**src/rtl/muldiv8_pkg.sv**
```systemverilog
// -----------------------------------------------------------------------------
// muldiv8_pkg
// Shared types and constants for the mul/div pin-side sequencer.
//   state_e         : sequencer states (IDLE, START, WAIT, DIV0, HOLD)
//   OP_MUL / OP_DIV : encoding of the operation bit sent to the core
//   DIV0_QUOT       : quotient byte reported for a divide by zero
//   TIMEOUT_RESULT  : result word reported when the core never answers
// -----------------------------------------------------------------------------
package muldiv8_pkg;

  typedef enum logic [2:0] {
    IDLE  = 3'd0,
    START = 3'd1,
    WAIT  = 3'd2,
    DIV0  = 3'd3,
    HOLD  = 3'd4
  } state_e;

  localparam logic        OP_MUL         = 1'b0;
  localparam logic        OP_DIV         = 1'b1;
  localparam logic [7:0]  DIV0_QUOT      = 8'hFF;
  localparam logic [15:0] TIMEOUT_RESULT = 16'hFFFF;

endpackage

```
**src/rtl/muldiv8_strobe_sync.sv**
```systemverilog
// -----------------------------------------------------------------------------
// muldiv8_strobe_sync
// Brings one asynchronous pin strobe into the clk domain and turns its rising
// edge into a single-cycle pulse. The pulse is masked while the design is not
// selected.
// Ports:
//   clk       in  1  clock
//   rst_n     in  1  asynchronous active-low reset
//   ena_i     in  1  design selected; gates the edge pulse
//   strobe_i  in  1  asynchronous strobe pin
//   rise_o    out 1  one-cycle pulse on a synchronised rising edge
// -----------------------------------------------------------------------------
module muldiv8_strobe_sync #(
  parameter int SYNC_STAGES = 2
) (
  input  logic clk,
  input  logic rst_n,
  input  logic ena_i,
  input  logic strobe_i,
  output logic rise_o
);

  logic [SYNC_STAGES-1:0] sync_q;
  logic                   prev_q;

  // Shift the raw pin through the synchroniser chain; the extra prev_q flop
  // remembers the last synchronised level so a rising edge can be spotted.
  always_ff @(posedge clk or negedge rst_n) begin
    if (!rst_n) begin
      sync_q <= '0;
      prev_q <= 1'b0;
    end else begin
      sync_q <= {sync_q[SYNC_STAGES-2:0], strobe_i};
      prev_q <= sync_q[SYNC_STAGES-1];
    end
  end

  // The edge pulse is combinational off the chain output so that the
  // consumer updates exactly SYNC_STAGES+1 clocks after the pin rises.
  assign rise_o = sync_q[SYNC_STAGES-1] & ~prev_q & ena_i;

endmodule

```
**src/rtl/muldiv8_io_sequencer.sv**
```systemverilog
// -----------------------------------------------------------------------------
// muldiv8_io_sequencer
// Pin-side front end for the 8-bit mul/div core. Operands A and B are loaded
// byte-serially from din on ld_a/ld_b strobes, a go strobe launches one core
// operation, and the 16-bit result is returned a byte at a time on dout.
// Ports:
//   clk, rst_n          clock and asynchronous active-low reset
//   ena                 design selected; masks new strobe edges when low
//   din[7:0]            operand byte
//   ld_a, ld_b, go      asynchronous strobes (rising edge acts)
//   op_div              operation, sampled when go is acted on (1 = divide)
//   hi_sel              dout byte select (1 = result[15:8])
//   dout[7:0]           selected result byte
//   busy, done, err     status: in progress / result valid / error on last op
//   core_a, core_b      operands held for the core
//   core_op             operation to the core (1 = divide)
//   core_start          one-cycle launch pulse to the core
//   core_done           one-cycle completion pulse from the core
//   core_result[15:0]   product, or {remainder, quotient}
// -----------------------------------------------------------------------------
module muldiv8_io_sequencer
  import muldiv8_pkg::*;
#(
  parameter int SYNC_STAGES    = 2,
  parameter int TIMEOUT_CYCLES = 64
) (
  input  logic        clk,
  input  logic        rst_n,
  input  logic        ena,
  input  logic [7:0]  din,
  input  logic        ld_a,
  input  logic        ld_b,
  input  logic        go,
  input  logic        op_div,
  input  logic        hi_sel,
  output logic [7:0]  dout,
  output logic        busy,
  output logic        done,
  output logic        err,
  output logic [7:0]  core_a,
  output logic [7:0]  core_b,
  output logic        core_op,
  output logic        core_start,
  input  logic        core_done,
  input  logic [15:0] core_result
);

  localparam int             TW    = $clog2(TIMEOUT_CYCLES) + 1;
  localparam logic [TW-1:0]  TLAST = TW'(TIMEOUT_CYCLES - 1);

  state_e         state_q;
  logic [7:0]     operandA_q;
  logic [7:0]     operandB_q;
  logic           opDiv_q;
  logic [15:0]    result_q;
  logic           done_q;
  logic           err_q;
  logic           coreStart_q;
  logic           goPend_q;
  logic [TW-1:0]  timer_q;

  logic           ldARise;
  logic           ldBRise;
  logic           goRise;
  logic           loadAny;

  // One synchroniser plus edge detector per control strobe.
  muldiv8_strobe_sync #(.SYNC_STAGES(SYNC_STAGES)) uSyncLdA (
    .clk      (clk),
    .rst_n    (rst_n),
    .ena_i    (ena),
    .strobe_i (ld_a),
    .rise_o   (ldARise)
  );

  muldiv8_strobe_sync #(.SYNC_STAGES(SYNC_STAGES)) uSyncLdB (
    .clk      (clk),
    .rst_n    (rst_n),
    .ena_i    (ena),
    .strobe_i (ld_b),
    .rise_o   (ldBRise)
  );

  muldiv8_strobe_sync #(.SYNC_STAGES(SYNC_STAGES)) uSyncGo (
    .clk      (clk),
    .rst_n    (rst_n),
    .ena_i    (ena),
    .strobe_i (go),
    .rise_o   (goRise)
  );

  assign loadAny = ldARise | ldBRise;

  // Main sequencer. Operand loads and go handling only happen in IDLE/HOLD,
  // so strobes arriving while the core is busy are simply dropped. When a load
  // and a go arrive together, the load wins this cycle and goPend_q replays the
  // go one cycle later so it sees the freshly loaded operand. In WAIT a
  // core_done is checked before the timeout so a last-moment answer is kept.
  always_ff @(posedge clk or negedge rst_n) begin
    if (!rst_n) begin
      state_q     <= IDLE;
      operandA_q  <= 8'h00;
      operandB_q  <= 8'h00;
      opDiv_q     <= OP_MUL;
      result_q    <= 16'h0000;
      done_q      <= 1'b0;
      err_q       <= 1'b0;
      coreStart_q <= 1'b0;
      goPend_q    <= 1'b0;
      timer_q     <= '0;
    end else begin
      coreStart_q <= 1'b0;
      goPend_q    <= 1'b0;
      case (state_q)
        IDLE, HOLD: begin
          if (ldARise) begin
            operandA_q <= din;
          end
          if (ldBRise) begin
            operandB_q <= din;
          end
          if (goRise && loadAny) begin
            goPend_q <= 1'b1;
          end else if (goRise || goPend_q) begin
            opDiv_q <= op_div;
            done_q  <= 1'b0;
            err_q   <= 1'b0;
            if (op_div == OP_DIV && operandB_q == 8'h00) begin
              state_q <= DIV0;
            end else begin
              state_q     <= START;
              coreStart_q <= 1'b1;
            end
          end
        end
        START: begin
          timer_q <= '0;
          state_q <= WAIT;
        end
        WAIT: begin
          if (core_done) begin
            result_q <= core_result;
            done_q   <= 1'b1;
            state_q  <= HOLD;
          end else if (timer_q == TLAST) begin
            result_q <= TIMEOUT_RESULT;
            err_q    <= 1'b1;
            done_q   <= 1'b1;
            state_q  <= HOLD;
          end else begin
            timer_q <= timer_q + TW'(1);
          end
        end
        DIV0: begin
          result_q <= {operandA_q, DIV0_QUOT};
          err_q    <= 1'b1;
          done_q   <= 1'b1;
          state_q  <= HOLD;
        end
        default: begin
          state_q <= IDLE;
        end
      endcase
    end
  end

  // Output decode: status straight from registers, dout is a plain byte mux.
  assign busy       = (state_q == START) || (state_q == WAIT);
  assign done       = done_q;
  assign err        = err_q;
  assign core_a     = operandA_q;
  assign core_b     = operandB_q;
  assign core_op    = opDiv_q;
  assign core_start = coreStart_q;
  assign dout       = hi_sel ? result_q[15:8] : result_q[7:0];

endmodule
```
**config.mk**
```make
export PLATFORM = sky130hd
export DESIGN_NAME = muldiv8_io_sequencer
export DESIGN_NICKNAME = d
export VERILOG_FILES = /design/src/rtl/muldiv8_pkg.sv /design/src/rtl/muldiv8_strobe_sync.sv /design/src/rtl/muldiv8_io_sequencer.sv
export SDC_FILE = /design/constraint.sdc
export NUM_CORES = 1
export LEC_CHECK = 0
export CORE_ASPECT_RATIO = 0.8
export CORE_MARGIN = 4
export CORE_UTILIZATION = 44
export CTS_CLUSTER_DIAMETER = 80
export DETAILED_ROUTE_END_ITERATION = 16
export GPL_TIMING_DRIVEN = 0
export PLACE_DENSITY = 0.74
export SYNTH_ARGS = -nofsm -noshare
export SYNTH_HDL_FRONTEND = slang
export SYNTH_HIERARCHICAL = 1
export SYNTH_SLANG_ARGS = --single-unit
```
**constraint.sdc**
```tcl
create_clock -name clk -period 1.5 [get_ports clk]
set_input_delay 0.375 -clock clk [delete_from_list [all_inputs] [get_ports clk]]
set_output_delay 0.375 -clock clk [all_outputs]
set_load 0.005 [all_outputs]
```
[After elaboration in Yosys (flattened, before gate mapping)]
Index checks and enable logic that the tools add are counted.
Operators by class
  eq/ne operators: 11
  reduce and logical (&&, ||, !) cells: 18
  bitwise operators: 11
  shift operators: 0
  multiplexer cells: 26
  order comparisons: 0
  div/mod/pow operators: 0
  multipliers: 0
  add/sub/neg operators: 1
Operators by type and width (number)
  $mux W16: 2
  $pmux W16 S2: 1
  $mux W7: 2
  $pmux W7 S2: 1
  $mux W3: 4
  $pmux W3 S4: 1
  $mux W1: 11
  $ne A2 B2 Y1 const B: 5
  $reduce_and A3 Y1: 3
  $logic_not A8 Y1: 1
  $mux W8: 1
  $add A7 B1 Y7 const B: 1
  $eq A7 B6 Y1 const B: 1
  $and A1 B1 Y1: 6
  $eq A3 B2 Y1 const B: 2
  $pmux W1 S3: 2
  $reduce_and A2 Y1: 3
  $reduce_and A5 Y1: 1
  $not A1 Y1: 4
  $reduce_and A4 Y1: 1
  $reduce_bool A2 Y1: 2
  $eq A3 B1 Y1 const B: 1
  $eq A3 B3 Y1 const B: 1
  $logic_not A3 Y1: 1
  other kinds (7): 9
Word-level totals
  latch bits: 0
  bits in registers: 56
  word-level logic and storage cells: 83
  memory bits (read-only): 0
  memories kept: 0
  RAM bits: 0

[Longest topological paths before layout]
Gate-level depths: netlist of the first run.
  depth in word-level cells: 7
  mapped depth: 6

[By module]
The synthesis of the first run kept the hierarchy.
Modules (own cells, without submodules)
  muldiv8_io_sequencer: cells an instance 214, instances 1, area an instance 2293.4 um2
  muldiv8_strobe_sync: cells an instance 4, instances 3, area an instance 83.8 um2

[Least setup slack after synthesis of the first run]
No wires, ideal clock.
  path kind: reg2reg
  from: register state_q[0]
  to: register operandA_q[0] (netlist: core_a[0])
  data arrival time: 1343 ps
  setup slack: 32 ps
  data required time: 1375 ps
  cell stages (with the launch flop): 6
  path through: dfrtp_1 -> buf_2 -> nor2_1 -> and2_1 -> buf_4 -> mux2_2
On the way
  word-level cells in the longest chain between the ends: 3
  elaborated cells on any way between the ends: 4
Ends and longest elaborated chain
  start: declaration: RTL line muldiv8_io_sequencer.sv:51  | state_e state_q;
  start signal: assignment: RTL line muldiv8_io_sequencer.sv:101  | state_q <= IDLE;
  start signal: assignment: RTL line muldiv8_io_sequencer.sv:129  | state_q <= DIV0;
  start signal: assignment: RTL line muldiv8_io_sequencer.sv:131  | state_q <= START;
  $eq A3 B3 Y1 or $logic_not A3 Y1 (tied branches): RTL line muldiv8_io_sequencer.sv:114  | case (state_q)
  $reduce_or A2 Y1 *: RTL line muldiv8_io_sequencer.sv:114
  $reduce_and A2 Y1 (no line) *
  end signal: assignment: RTL line muldiv8_io_sequencer.sv:117  | operandA_q <= din;
  end: declaration: RTL line muldiv8_io_sequencer.sv:52  | logic [7:0] operandA_q;
Every way passes the cells marked *; elsewhere a longest branch is shown, timed or not.
A chain may end at the register's enable or synchronous reset.

[Worst setup path after layout of the first run]
  from: register state_q[0]
  to: output port busy
On the way
  word-level cells in the longest chain between the ends: 2
  elaborated cells on any way between the ends: 3
Ends and longest elaborated chain
  $eq A3 B1 Y1 or $eq A3 B2 Y1 (tied branches): RTL line muldiv8_io_sequencer.sv:168  | assign busy = (state_q == START) || (state_q == WAIT);
  $logic_or A1 B1 Y1 *: RTL line muldiv8_io_sequencer.sv:168
  end: declaration: RTL line muldiv8_io_sequencer.sv:37  | output logic busy,
Marked as above.

==> results of run 1 <==
==> flip-flops by register name, indices dropped and copies added, names as in the netlist <==
signal,count
uSyncGo/sync_q,2
core_b,8
uSyncLdA/prev_q,1
core_a,8
done,1
uSyncLdB/sync_q,2
goPend_q,1
err,1
uSyncLdB/prev_q,1
core_op,1
state_q,3
timer_q,7
uSyncGo/prev_q,1
result_q,16
core_start,1
uSyncLdA/sync_q,2
==> report_power, final <==
group          switching [mW]  internal (mW)
sequential              0.323           1.94
clock                   0.554          0.344
combinational           0.973           1.40
total                    1.85           3.69
==> per-stage QoR <==
stage / std cells / utilization [%] / setup WS (ns) / hold WS (ns)
floorplan: 226 / - / 0.03196 / 0.07941
detailed placement: 365 / 58.97 / -0.7272 / 0.3364
global route: 421 / 71.22 / -0.2098 / 0.01944
finish: 421 / 71.22 / -0.1253 / -0.01262
global placement: 364 / 58.70 / -1.672 / 0.3321
CTS: 409 / 66.15 / -0.1259 / 0.006671
==> area by class of cell <==
class,count,area (um^2),area share (%)
flip-flops and latches,56,1405,35.71
multi-input cells,153,1264,32.11
repair buffers,108,938.4,23.85
plain buffers,13,115.1,2.925
well taps,78,97.59,2.480
clock buffers,5,68.82,1.749
clock inverters,3,27.53,0.6995
inverters,5,18.77,0.4769
==> kinds of logic (layout without fill, tap and decap cells) <==
group                      count (synthesis)  in the layout  synth area share (%)
AOI/OAI and AO/OA                         64             65                 16.72
adders and majority gates                  1              1                0.4916
buffers and inverters                     19            134                 3.736
muxes                                     26             26                 11.46
and+or+nand+nor                           60             61                 12.54
DFF                                       56             56                 55.06
==> how the worst min path moves through the flow <==
stage,start,end,slack [ns],cells past startpoint
4_1_cts,rst_n,err,0.007,1
3_5_place_dp,uSyncGo/sync_q[0],uSyncGo/sync_q[1],0.34,0
5_1_grt,rst_n,state_q[2],0.02,1
6_report,rst_n,err,-0.01,1
3_3_place_gp,uSyncGo/sync_q[0],uSyncGo/sync_q[1],0.33,0
2_1_floorplan,rst_n,core_a[0],0.08,0
==> routing by layer <==
metal	global-route usage, %	up-vias	part of all wire [%]
met5	0	-	0
met4	3.514	0	1.4
met3	5.331	13	8.6
met2	31.78	111	47
met1	28.34	1160	43
li1	-	1059	-
==> repair_timing <==
item	CTS	global route
pin swaps	4	24
gates cloned	0	3
setup buffers	37	9
resized for setup	85	66
endpoints found under the setup margin	73	51
==> cell usage after synthesis <==
master	number	area, um^2
sky130_fd_sc_hd__dfrtp_1	56	1401
sky130_fd_sc_hd__mux2_2	25	281.5
sky130_fd_sc_hd__nor2_1	25	93.84
sky130_fd_sc_hd__o21ai_0	23	115.1
sky130_fd_sc_hd__nand2_1	9	33.78
sky130_fd_sc_hd__a22oi_1	8	60.06
sky130_fd_sc_hd__o22a_1	8	70.07
sky130_fd_sc_hd__o22ai_1	8	50.05
sky130_fd_sc_hd__clkbuf_1	6	22.52
sky130_fd_sc_hd__inv_1	5	18.77
sky130_fd_sc_hd__a21oi_1	4	20.02
sky130_fd_sc_hd__buf_2	4	20.02
sky130_fd_sc_hd__nand3_1	4	20.02
sky130_fd_sc_hd__and2_1	3	18.77
sky130_fd_sc_hd__and3b_1	3	26.28
sky130_fd_sc_hd__buf_4	3	22.52
sky130_fd_sc_hd__nand2b_1	3	18.77
sky130_fd_sc_hd__o21a_1	3	22.52
sky130_fd_sc_hd__a32o_1	2	20.02
sky130_fd_sc_hd__nand4_1	2	12.51
sky130_fd_sc_hd__nand4b_1	2	17.52
sky130_fd_sc_hd__nor3_1	2	10.01
sky130_fd_sc_hd__o31ai_1	2	15.01
sky130_fd_sc_hd__or4_1	2	15.01
sky130_fd_sc_hd__a21o_1	1	7.510
sky130_fd_sc_hd__a221o_1	1	10.01
sky130_fd_sc_hd__a31oi_1	1	6.260
sky130_fd_sc_hd__a31oi_2	1	12.51
sky130_fd_sc_hd__and4b_1	1	10.01
sky130_fd_sc_hd__buf_6	1	11.26
sky130_fd_sc_hd__ha_1	1	12.51
sky130_fd_sc_hd__mux2i_1	1	10.01
sky130_fd_sc_hd__nand4b_4	1	23.77
sky130_fd_sc_hd__nor2b_1	1	6.260
sky130_fd_sc_hd__nor4_1	1	6.260
sky130_fd_sc_hd__o211ai_1	1	7.510
sky130_fd_sc_hd__o21a_2	1	8.760
sky130_fd_sc_hd__or2_0	1	6.260
==> worst max-delay path, delay by kind of cell, from the launching register on <==
kind                   cells  cell delay [ns]
AO/OA/AOI/OAI              1             0.13
AND/OR/NAND/NOR            1             0.05
flip-flops                 1             0.43
buffers and inverters      3             0.31
==> results.sh, run 1 <==
export IMPL_outcome="finished with violations"
export IMPL_violations_in_the_final_reports="negative hold slack, negative setup slack"
export IMPL_hold_path_class="in -> async"
export IMPL_tritoncts_buffers=5
export IMPL_cp_data_arrival_time_ns=1.25
export IMPL_floorplan_rows=24
export IMPL_worst_r2r_cell_count=6
export IMPL_cts_htree_levels=2
export IMPL_io_buffer_count=60
export IMPL_timing_critical_path_slowest_cell_delay_ns=0.43
export IMPL_seq_area_frac_synth_pct=55.06
export IMPL_worst_slew_pin_transition_ns=0.5751
export IMPL_design_power_total_mw=5.540
export IMPL_num_antenna_cells=0
export IMPL_layout_min_cycle_time_ns=1.625
export IMPL_vdd_ir_drop_worst_v=0.0008604
export IMPL_r2r_start="timer_q[1]"
export IMPL_max_cap_viol_count=0
export IMPL_worstSetupPathType="reg -> out"
export IMPL_detailedPlacementHpwl_um=4497
export IMPL_critPathSlowestCell="sky130_fd_sc_hd__dfrtp_2"
export IMPL_detail_route_first_pass_iterations=4
export IMPL_number_of_hold_slack_violations_in_the_final_timing_report=20
export IMPL_numClockSinks=56
export IMPL_gr_total_overflow=0
export IMPL_grt_setup_unrepaired="yes"
export IMPL_gp_congestion=0.9138
export IMPL_globalRouteTotalUtil_pct=20.14
export IMPL_fmax_mhz=615.3
export IMPL_worstReg2RegEnd="timer_q[4]"
export IMPL_first_global_vias=2344
export IMPL_clockRootBuffer="sky130_fd_sc_hd__clkbuf_8"
export IMPL_die_h_um=76.03
export IMPL_final_critical_path_setup_slack_ns=-0.1253
export IMPL_final_setup_tns_ns=-0.7078
export IMPL_routed_len_inst_um=17.87
export IMPL_path_cells="inv_2 > clkbuf_8 > nand2_2 > a21oi_2 > buf_2"
export IMPL_critical_path_required_ns=1.12
export IMPL_synthCells=226
export IMPL_starting_density_of_the_core_pct=46.06
export IMPL_static_leakage_power_nw=1.849
export IMPL_syn_nets=260
export IMPL_wire_length_of_the_first_global_routing_pass_um=11540
export IMPL_worstSetupStartpointType="flop"
export IMPL_max_slew_margin_pct=61.66
export IMPL_path_clk_slew_ns=0.11
export IMPL_die_width_um=93.03
export IMPL_final_period_utilization_pct=108.4
export IMPL_io_pins=62
export IMPL_tritoncts_clock_tree="yes"
export IMPL_largest_net_degree_at_the_start_of_global_routing=37
export IMPL_stdcell_area_um2=3935
export IMPL_distinct_cell_type_count_of_the_synthesized_netlist=38
export IMPL_placement_cell_area_um2=3258
export IMPL_syn_mean_instance_area_um2=11.26
export IMPL_worst_setup_path_end_kind="primary output"
export IMPL_clk_path_buf_depth=2
export IMPL_drt_initial_drc_count=200
export IMPL_p_per_area_nw_per_um2=1408
export IMPL_worstSetupEndpoint="busy"
export IMPL_detail_route_drc_violations=0
export IMPL_final_common_cell="sky130_fd_sc_hd__dfrtp_1"
export IMPL_finalSetupViolCount=18
export IMPL_insertion_delay_ns=0.33
export IMPL_drive_gt1_share_pct=41.11
export IMPL_crit_path_max_fanout=2
export IMPL_fp_coreArea_um2=5525
export IMPL_syn_area_um2=2545
export IMPL_drt_total_wl_um=7522
export IMPL_fin_worst_hold_slack_ns=-0.01262
export IMPL_r2r_slack_ns=-0.11
export IMPL_nFillCells=416
export IMPL_drt_antenna_violating_nets=0
export IMPL_report_final_slew_viol_count=0
export IMPL_nets=376
export IMPL_yosys_warnings=6
export IMPL_synth_seq_cells=56
export IMPL_die_area_um2=7073
export IMPL_viasPerCell=5.565
export IMPL_antenna_violations_before_repair=0
export IMPL_fin_skew_ns=0.004694
export IMPL_layout_cells_most_common_list="53 x sky130_fd_sc_hd__dfrtp_1, 45 x sky130_fd_sc_hd__buf_4, 28 x sky130_fd_sc_hd__clkdlybuf4s50_1, 23 x sky130_fd_sc_hd__nor2_1, 22 x sky130_fd_sc_hd__dlygate4sd2_1"
export IMPL_vias=2343
export IMPL_cts_hold_buffers_added=0
export IMPL_startpoint="state_q[0]"
export IMPL_area_growth_synth_to_final_pct=54.62
(Power assumes the default switching activity.)
==> run 2, diff against run 1 <==
GPL_ROUTABILITY_DRIVEN = 0   (was default)
==> results of run 2 <==
Same layout as run 1: the final DEF is identical, and so are final timing and power.
==> run 3, diff against run 2 <==
CORE_MARGIN = 5   (was 4)
==> run 3 against run 2 <==
  * The run ends with negative setup slack left
  * Sequential cell count did not move
  * Critical path depth rose by 1
  * Via count down 3.8%
==> results.sh, run 3 (synthesized netlist as in run 1, its figures left out) <==
export IMPL_clockRootBuffer="sky130_fd_sc_hd__clkbuf_8"
export IMPL_final_setup_tns_ns=-0.4391
export IMPL_r2r_start="timer_q[0]"
export IMPL_worstSetupPathType="reg -> reg"
export IMPL_wire_length_of_the_first_global_routing_pass_um=11590
export IMPL_static_leakage_power_nw=1.789
export IMPL_fmax_mhz=624.0
export IMPL_p_per_area_nw_per_um2=1426
export IMPL_vdd_ir_drop_worst_v=0.0008375
export IMPL_highest_metal_layer_with_signal_wires="met4"
export IMPL_starting_density_of_the_core_pct=46.06
export IMPL_max_flop_register="result_q"
export IMPL_die_area_um2=7415
export IMPL_drive_gt1_share_pct=37.24
export IMPL_layout_cells_most_common_list="55 x sky130_fd_sc_hd__dfrtp_1, 37 x sky130_fd_sc_hd__buf_4, 28 x sky130_fd_sc_hd__clkdlybuf4s50_1, 23 x sky130_fd_sc_hd__nor2_1, 22 x sky130_fd_sc_hd__dlygate4sd2_1"
export IMPL_floorplan_rows=24
export IMPL_r2r_slack_ns=-0.10
export IMPL_grt_setup_unrepaired="yes"
export IMPL_report_final_slew_viol_count=0
export IMPL_finish_cell_count_without_fillers=411
export IMPL_number_of_hold_slack_violations_in_the_final_timing_report=0
export IMPL_final_period_utilization_pct=106.8
export IMPL_violations_in_the_final_reports="negative setup slack"
export IMPL_largest_reg_flops=16
export IMPL_antenna_violations_before_repair=0
export IMPL_met1Wirelength_um=3277
export IMPL_max_cap_viol_count=0
export IMPL_fin_skew_ns=0.008669
export IMPL_worst_slew_pin_transition_ns=0.5277
export IMPL_area_growth_synth_to_final_pct=49.80
export IMPL_numClockSinks=56
export IMPL_die_width_um=95.03
export IMPL_num_antenna_cells=0
export IMPL_final_critical_path_setup_slack_ns=-0.1026
export IMPL_tritoncts_buffers=5
export IMPL_drt_total_wl_um=7227
export IMPL_worst_r2r_cell_count=6
export IMPL_detail_route_first_pass_iterations=4
export IMPL_final_common_cell="sky130_fd_sc_hd__dfrtp_1"
export IMPL_nets=366
export IMPL_detailedPlacementHpwl_um=4479
export IMPL_critical_path_required_ns=1.74
export IMPL_routed_len_inst_um=17.58
export IMPL_largest_net_degree_at_the_start_of_global_routing=38
export IMPL_drt_antenna_violating_nets=0
export IMPL_io_pins=62
export IMPL_wl_met3_um=345
export IMPL_path_clk_slew_ns=0.10
export IMPL_drt_initial_drc_count=132
export IMPL_io_buffer_count=60
export IMPL_worst_setup_path_end_kind="flop"
export IMPL_cp_data_arrival_time_ns=1.84
export IMPL_detail_route_met2_wl_um=3491
export IMPL_insertion_delay_ns=0.30
export IMPL_clk_path_buf_depth=2
export IMPL_hold_path_class="in -> async"
export IMPL_gr_total_overflow=0
export IMPL_max_slew_margin_pct=64.82
export IMPL_worstReg2RegEnd="timer_q[1]"
export IMPL_placed_cells_incl_taps=365
export IMPL_vias=2255
export IMPL_layout_min_cycle_time_ns=1.603
export IMPL_cts_htree_levels=2
export IMPL_tritoncts_clock_tree="yes"
export IMPL_globalRouteTotalUtil_pct=19.85
export IMPL_first_global_vias=2343
export IMPL_worstSetupStartpointType="flop"
export IMPL_viasPerCell=5.487
export IMPL_finalSetupViolCount=9
export IMPL_nFillCells=432
export IMPL_outcome="finished with violations"
export IMPL_fp_coreArea_um2=5525
export IMPL_cts_hold_buffers_added=0
export IMPL_crit_path_max_fanout=5
export IMPL_detail_route_drc_violations=0
export IMPL_die_h_um=78.03
==> run 3: changes by cell type in the layout (fill, tap and decap cells not counted), sizes merged <==
cell | previous run | this run
buf | 66 | 58
bufinv | 0 | 1
clkinv | 1 | 0
clkinvlp | 1 | 0
o21a | 5 | 4
==> run 3: power by group <==
group          internal (mW)  total (mW)  switching [mW]
combinational           1.26        2.16           0.898
clock                  0.506       0.998           0.492
sequential              1.94        2.28           0.335
total                   3.71        5.44            1.73
==> run 3: final cells by class <==
type                            count  area [um^2]  area share (%)
Clock inverter                      2        38.79           1.017
Buffer                             12        95.09           2.494
Clock buffer                        6        72.57           1.904
Inverter                            5        18.77          0.4923
Sequential cell                    56         1403           36.79
Tap cell                           78        97.59           2.560
Multi-Input combinational cell    152         1215           31.87
Timing Repair Buffer              100        872.1           22.87
==> run 3: worst max path at each step <==
stage,start,end,slack (ns),depth (start not counted)
6_report,timer_q[0],timer_q[1],-0.10,6
4_1_cts,state_q[1],busy,-0.11,4
2_1_floorplan,state_q[0],core_a[0],0.03,5
5_1_grt,state_q[1],busy,-0.16,4
3_5_place_dp,state_q[0],busy,-0.69,6
3_3_place_gp,rst_n,core_a[4],-1.69,1
==> run 3: what timing repair did <==
action,CTS,global route
pin swaps,11,20
resized for setup,91,39
hold endpoints to repair,0,0
cloned,1,1
endpoints found under the setup margin,73,49
buffers inserted,33,5
==> run 3: per-stage QoR <==
step | power [mW] | worst slack, ns | util [%] | hold WS (ns) | area [um^2]
final | 5.435 | -0.1026 | 69.00 | 0.01008 | 3812
after global routing | 5.781 | -0.1585 | 69.00 | 0.03213 | 3812
after CTS | 5.170 | -0.1149 | 66.10 | 0.02709 | 3652
after detailed placement | 3.978 | -0.6915 | 58.97 | 0.3358 | 3258
after global placement | 3.915 | -1.686 | 58.70 | 0.3328 | 3243
after floorplan | 3.049 | 0.03196 | - | 0.07941 | 2545
==> run 3: layer usage <==
metal	global-route usage [%]	vias up
met3	4.207	10
li1	-	1042
met1	27.71	1128
met5	0	-
met4	6.196	0
met2	31.10	75
==> run 3: worst max-delay path: stages (launching register included) <==
cell	delay, ns
sky130_fd_sc_hd__dfrtp_1	0.44
sky130_fd_sc_hd__ha_4	0.17
sky130_fd_sc_hd__nand4b_4	0.14
sky130_fd_sc_hd__or2_4	0.30
sky130_fd_sc_hd__buf_6	0.14
sky130_fd_sc_hd__a31oi_4	0.18
sky130_fd_sc_hd__a32o_1	0.16
